==> src/rtl/input_conditioner_pkg.sv <==
// Shared definitions for the input conditioner: per-channel edge mode encodings.
package input_conditioner_pkg;

  typedef enum logic [1:0] {
    EDGE_NONE = 2'b00,
    EDGE_RISE = 2'b01,
    EDGE_FALL = 2'b10,
    EDGE_BOTH = 2'b11
  } edge_mode_e;

endpackage

==> src/rtl/input_conditioner_if.sv <==
// Channel bus of the input conditioner: raw inputs and controls in, conditioned outputs back.
interface input_conditioner_if #(
  parameter int unsigned CH = 4
);

  logic [CH-1:0]   async_in;
  logic [2*CH-1:0] edge_sel;
  logic [CH-1:0]   event_clr;
  logic [CH-1:0]   level_out;
  logic [CH-1:0]   rise_out;
  logic [CH-1:0]   fall_out;
  logic [CH-1:0]   edge_pulse;
  logic [CH-1:0]   event_flag;

  // Side that drives the pins and consumes the conditioned results.
  modport master (
    output async_in, edge_sel, event_clr,
    input  level_out, rise_out, fall_out, edge_pulse, event_flag
  );

  // Conditioner side.
  modport slave (
    input  async_in, edge_sel, event_clr,
    output level_out, rise_out, fall_out, edge_pulse, event_flag
  );

endinterface

==> src/rtl/input_conditioner_ch.sv <==
// One conditioner channel: synchroniser, debounce counter, edge pulses and sticky event flag.
module input_conditioner_ch
  import input_conditioner_pkg::*;
#(
  parameter int unsigned SYNC_STAGES = 2,
  parameter int unsigned DB_CYCLES   = 16,
  parameter logic        RESET_LEVEL = 1'b0
) (
  input  logic       clk,
  input  logic       rst_n,
  input  logic       async_in,
  input  logic [1:0] edge_sel,
  input  logic       event_clr,
  output logic       level_out,
  output logic       rise_out,
  output logic       fall_out,
  output logic       edge_pulse,
  output logic       event_flag
);

  localparam int unsigned CW = $clog2(DB_CYCLES + 1);

  logic [SYNC_STAGES-1:0] sync;
  logic [CW-1:0]          cnt;
  logic                   q;
  logic                   s;
  logic                   accept;
  logic                   pulse_set;
  logic                   rise_en;
  logic                   fall_en;
  edge_mode_e             mode;

  // Decode the synchronised level, acceptance and the mode-filtered edge condition.
  always_comb begin
    s         = sync[SYNC_STAGES-1];
    mode      = edge_mode_e'(edge_sel);
    rise_en   = (mode == EDGE_RISE) || (mode == EDGE_BOTH);
    fall_en   = (mode == EDGE_FALL) || (mode == EDGE_BOTH);
    accept    = (s != q) && (cnt == CW'(DB_CYCLES - 1));
    pulse_set = accept && ((s && rise_en) || (!s && fall_en));
  end

  // Synchronise, debounce and register the level, pulses and sticky flag.
  always_ff @(posedge clk or negedge rst_n) begin
    if (!rst_n) begin
      sync       <= {SYNC_STAGES{RESET_LEVEL}};
      q          <= RESET_LEVEL;
      cnt        <= '0;
      rise_out   <= 1'b0;
      fall_out   <= 1'b0;
      edge_pulse <= 1'b0;
      event_flag <= 1'b0;
    end else begin
      sync       <= {sync[SYNC_STAGES-2:0], async_in};
      rise_out   <= accept && s;
      fall_out   <= accept && !s;
      edge_pulse <= pulse_set;
      // set has priority over a simultaneous clear
      event_flag <= pulse_set || (event_flag && !event_clr);
      if (s == q) begin
        cnt <= '0;
      end else if (accept) begin
        q   <= s;
        cnt <= '0;
      end else begin
        cnt <= cnt + 1'b1;
      end
    end
  end

  assign level_out = q;

endmodule

==> src/rtl/input_conditioner.sv <==
// Multi-channel input conditioner top: replicates one channel per input bit and slices the bus.
module input_conditioner
  import input_conditioner_pkg::*;
#(
  parameter int unsigned CH          = 4,
  parameter int unsigned SYNC_STAGES = 2,
  parameter int unsigned DB_CYCLES   = 16,
  parameter logic        RESET_LEVEL = 1'b0
) (
  input logic               clk,
  input logic               rst_n,
  input_conditioner_if.slave bus
);

  logic [CH-1:0] level;
  logic [CH-1:0] rise;
  logic [CH-1:0] fall;
  logic [CH-1:0] pulse;
  logic [CH-1:0] flag;

  for (genvar i = 0; i < CH; i++) begin : g_ch
    input_conditioner_ch #(
      .SYNC_STAGES (SYNC_STAGES),
      .DB_CYCLES   (DB_CYCLES),
      .RESET_LEVEL (RESET_LEVEL)
    ) u_ch (
      .clk        (clk),
      .rst_n      (rst_n),
      .async_in   (bus.async_in[i]),
      .edge_sel   (bus.edge_sel[2*i+1:2*i]),
      .event_clr  (bus.event_clr[i]),
      .level_out  (level[i]),
      .rise_out   (rise[i]),
      .fall_out   (fall[i]),
      .edge_pulse (pulse[i]),
      .event_flag (flag[i])
    );
  end

  assign bus.level_out  = level;
  assign bus.rise_out   = rise;
  assign bus.fall_out   = fall;
  assign bus.edge_pulse = pulse;
  assign bus.event_flag = flag;

endmodule

==> src/flat_wrapper.sv <==
// flat-port wrapper written by rule: the top's interface ports become plain ports
module input_conditioner_flat import input_conditioner_pkg::*;
#(
  parameter int unsigned CH          = 4,
  parameter int unsigned SYNC_STAGES = 2,
  parameter int unsigned DB_CYCLES   = 16,
  parameter logic        RESET_LEVEL = 1'b0
)
  (clk, rst_n, bus_async_in, bus_edge_sel, bus_event_clr, bus_level_out, bus_rise_out, bus_fall_out, bus_edge_pulse, bus_event_flag);
  input_conditioner_if #(.CH(CH)) bus_i ();
  input logic clk;
  input logic rst_n;
  input wire logic [$bits(bus_i.async_in)-1:0] bus_async_in;
  input wire logic [$bits(bus_i.edge_sel)-1:0] bus_edge_sel;
  input wire logic [$bits(bus_i.event_clr)-1:0] bus_event_clr;
  output wire logic [$bits(bus_i.level_out)-1:0] bus_level_out;
  output wire logic [$bits(bus_i.rise_out)-1:0] bus_rise_out;
  output wire logic [$bits(bus_i.fall_out)-1:0] bus_fall_out;
  output wire logic [$bits(bus_i.edge_pulse)-1:0] bus_edge_pulse;
  output wire logic [$bits(bus_i.event_flag)-1:0] bus_event_flag;
  assign bus_i.async_in = bus_async_in;
  assign bus_i.edge_sel = bus_edge_sel;
  assign bus_i.event_clr = bus_event_clr;
  assign bus_level_out = bus_i.level_out;
  assign bus_rise_out = bus_i.rise_out;
  assign bus_fall_out = bus_i.fall_out;
  assign bus_edge_pulse = bus_i.edge_pulse;
  assign bus_event_flag = bus_i.event_flag;
  input_conditioner #(.CH(CH), .SYNC_STAGES(SYNC_STAGES), .DB_CYCLES(DB_CYCLES), .RESET_LEVEL(RESET_LEVEL)) u_core (.clk(clk), .rst_n(rst_n), .bus(bus_i));
endmodule
==> config.mk <==
export PLATFORM = sky130hd
export DESIGN_NAME = input_conditioner_flat
export DESIGN_NICKNAME = d
export VERILOG_FILES = /design/src/rtl/input_conditioner_pkg.sv /design/src/rtl/input_conditioner_if.sv /design/src/rtl/input_conditioner_ch.sv /design/src/rtl/input_conditioner.sv /design/src/flat_wrapper.sv
export SDC_FILE = /design/constraint.sdc
export NUM_CORES = 1
export LEC_CHECK = 0
export ABC_AREA = 1
export CORE_MARGIN = 5
export CORE_UTILIZATION = 30
export DETAILED_ROUTE_END_ITERATION = 6
export PLACE_DENSITY = 0.55
export SLEW_MARGIN = 25
export SYNTH_ARGS = -nofsm -noshare
export SYNTH_HDL_FRONTEND = slang
export SYNTH_SLANG_ARGS = --single-unit
==> constraint.sdc <==
create_clock -name clk -period 2.75 [get_ports clk]
set_input_delay 0.55 -clock clk [delete_from_list [all_inputs] [get_ports clk]]
set_output_delay 0.55 -clock clk [all_outputs]
set_load 0.01 [all_outputs]
==> metrics.csv <==
stage;metric;value;unit
status;status;complete, no violations;
power_and_ir_drop;leakage;1.41;nW
clock_tree;ctsLongestPathBuffers;2;
synthesis;seq_area_frac_synth;55.8;%
synthesis;synth_area;2150;sq um
hold_path;hp-class;in -> async;
power_and_ir_drop;total_power;1.34;mW
place;place_hpwl;2.81;mm
finish;num_antenna_cells;0;
power_and_ir_drop;peakVddDrop;0.236;mV
sta;worst_pin_slew;0.258;ns
synthesis;syn_inst;252;
clock_tree;root_buffer;clkbuf_8;
synthesis;syn_area_per_cell;8.54;sq um
clock_tree;numCtsBuffers;5;
global_route;gr-total-overflow;0;
setup_path;arrival;1.29;ns
detailed_routing;drc;0;
finish;final_layout_size_suffix_gt1_share;7.55;%
sta;final_hold_viol_count;0;
setup_path;r2r_slack;1.55;ns
finish;fillerInstances;735;
detailed_routing;wl_per_cell;10.1;microns
global_route;grt_max_degree;49;
setup_path;crit_path_end_kind;primary output;
global_route;grt_pass1_vias;1591;
synthesis;yosys_warnings;0;
finish;nNetsFinal;299;
die;num_rows;30;
global_route;grt_antenna_before_repair;0;
synthesis;syn-num-nets;274;
clock_tree;clock_latency;0.29;ns
global_route;track_usage;9.46;%
setup_path;crit_path_start_kind;flop;
clock_tree;cts_hold_buf;0;
flow_run;cap_violations;0;
clock_tree;clkTransAtPathRegs;0.09;ns
sta;post-route-period-util;67.0;%
sta;finalCriticalPeriod;1.84;ns
setup_path;crit_fanout;6;
setup_path;cpMaxStageDelayCell;clkdlybuf4s50_1;
detailed_routing;wirelength;3.80;mm
die;die_x;94.7;microns
setup_path;critical_path.top_delay_family;buffers and inverters;
sta;rsz0062_at_grt;false;
setup_path;crit_chain;clkdlybuf4s50_1;
place;port_buffers;37;
sta;post-route-worst-setup-slack;0.908;ns
detailed_routing;ant_nets;0;
die;initial_utilization;31.3;%
die;dieHeight;94.7;microns
setup_path;reg2reg_from;u_core.g_ch[1].u_ch.cnt[0]$_DFF_PN0_;
die;io-pin-count;38;
sta;fin_skew;0.00375;ns
detailed_routing;via_per_inst;4.18;
sta;timing.slew.headroom;82.8;%
setup_path;worstSetupPathType;reg -> out;
sta;whs;0.221;ns
synthesis;synth-seq-cells;48;
clock_tree;cts_setup_buffers;0;
finish;syn_to_final_growth;21.7;%
clock_tree;htreeDepth;2;
clock_tree;clock_sinks;48;
sta;setup_viol;0;
detailed_routing;initialDrtViolationCount;36;
setup_path;crit_start;u_core.g_ch[2].u_ch.level_out$_DFFE_PN0P_;
place;dp_slack;1.23;ns
clock_tree;cts_tree;yes;
die;core_area;6870;sq um
clock_tree;postCtsResizedCells;0;
setup_path;required;2.20;ns
place;place.gp.congestion;0.816;
setup_path;crit_buf_inv;1;
power_and_ir_drop;power.density;510;nW/um^2
sta;max_freq;543;MHz
die;dieArea;8970;sq um
sta;maxSlewViolCount;0;
global_route;grt_pass1_wl;6.71;mm
detailed_routing;dr.pass1.iters;4;
synthesis;ys_types;14;
setup_path;critPathMaxStageDelay;0.57;ns
detailed_routing;vias;1565;
sta;setup_tns;0;ns
finish;final_core_util;38.1;%
[area by class of cell]
type / count / area [sq um] / area share [%]
flip-flops and latches: 48 / 1200 / 45.9
multi-input cells: 143 / 647 / 24.7
repair buffers: 38 / 385 / 14.7
inverters: 41 / 154 / 5.88
well taps: 96 / 120 / 4.59
clock buffers: 5 / 68.8 / 2.63
clock inverters: 3 / 42.5 / 1.62
[final timing paths]
| kind | depth (start not counted) | to |
|---|---|---|
| setup / recovery | 1 | bus_level_out[2] |
| setup reg to reg | 6 | u_core.g_ch[1].u_ch.level_out$_DFFE_PN0P_ |
| hold reg to reg | 0 | u_core.g_ch[1].u_ch.sync[1]$_DFF_PN0_ |
| min in group clk | 0 | u_core.g_ch[1].u_ch.sync[1]$_DFF_PN0_ |
| max in group asynchronous | 2 | u_core.g_ch[2].u_ch.fall_out$_DFF_PN0_ |
| hold / removal | 2 | u_core.g_ch[1].u_ch.level_out$_DFFE_PN0P_ |
[metrics by stage]
stage,instance area [sq um],std cells
floorplan,2150,252
global placement,2510,366
detailed placement,2510,366
CTS,2620,374
global route,2620,374
finish,2620,374
[placed cells by master (no fill, tap or decap)]
cell type / netlist / final
clkinv_2: 0 / 1
buf_2: 0 / 1
nor2_2: 3 / 3
nor3_1: 4 / 4
dfrtp_1: 48 / 48
inv_1: 37 / 37
nand3_1: 27 / 27
clkinvlp_4: 0 / 1
ha_1: 4 / 4
clkdlybuf4s50_1: 0 / 36
nand4_1: 4 / 4
nand3_2: 1 / 1
bufinv_16: 0 / 1
nand2_2: 2 / 2
clkbuf_8: 0 / 5
nor2_4: 1 / 1
buf_12: 0 / 1
nor2_1: 24 / 24
inv_2: 4 / 4
nand2_1: 73 / 73
[registers in the layout, indices dropped and copies added (netlist names)]
register	count
u_core.g_ch.u_ch.sync	8
u_core.g_ch.u_ch.event_flag	4
u_core.g_ch.u_ch.cnt	20
u_core.g_ch.u_ch.rise_out	4
u_core.g_ch.u_ch.fall_out	4
u_core.g_ch.u_ch.level_out	4
u_core.g_ch.u_ch.edge_pulse	4
[Yosys cell counts (all sizes together)]
master	n	area, sq um
nor3	4	20.0
inv	41	154
dfrtp	48	1200
nand2	75	287
ha	4	50.1
nand4	4	25.0
nor2	28	120
nand3	28	145
buf	20	150
[routing by layer]
metal	track usage (%)	wire length (microns)	vias up
li1	-	-	798
met1	10.9	1690	726
met2	16.3	1800	37
met3	3.35	258	4
met4	3.25	44	0
met5	0	0	-
[report_power, final]
group / switching, mW / internal (mW)
clock network: 0.235 / 0.269
registers: 0.0200 / 0.725
logic: 0.0456 / 0.0417
[kinds of logic after synthesis]
kind of cell / after synthesis / share of synthesized area [%]
adders and majority gates: 4 / 2.33
DFF: 48 / 55.8
and+or+nand+nor: 139 / 27.7
buffers and inverters: 61 / 14.1
[worst register-to-register path, cell delays in order (launching register included)]
cell and delay [ns]:
dfrtp_1 0.41, ha_1 0.21, nand3_1 0.11, nor2_2 0.16, nand2_1 0.10, nand2_1 0.07, nand2_1 0.04
Power figures use the tool's default switching activity.
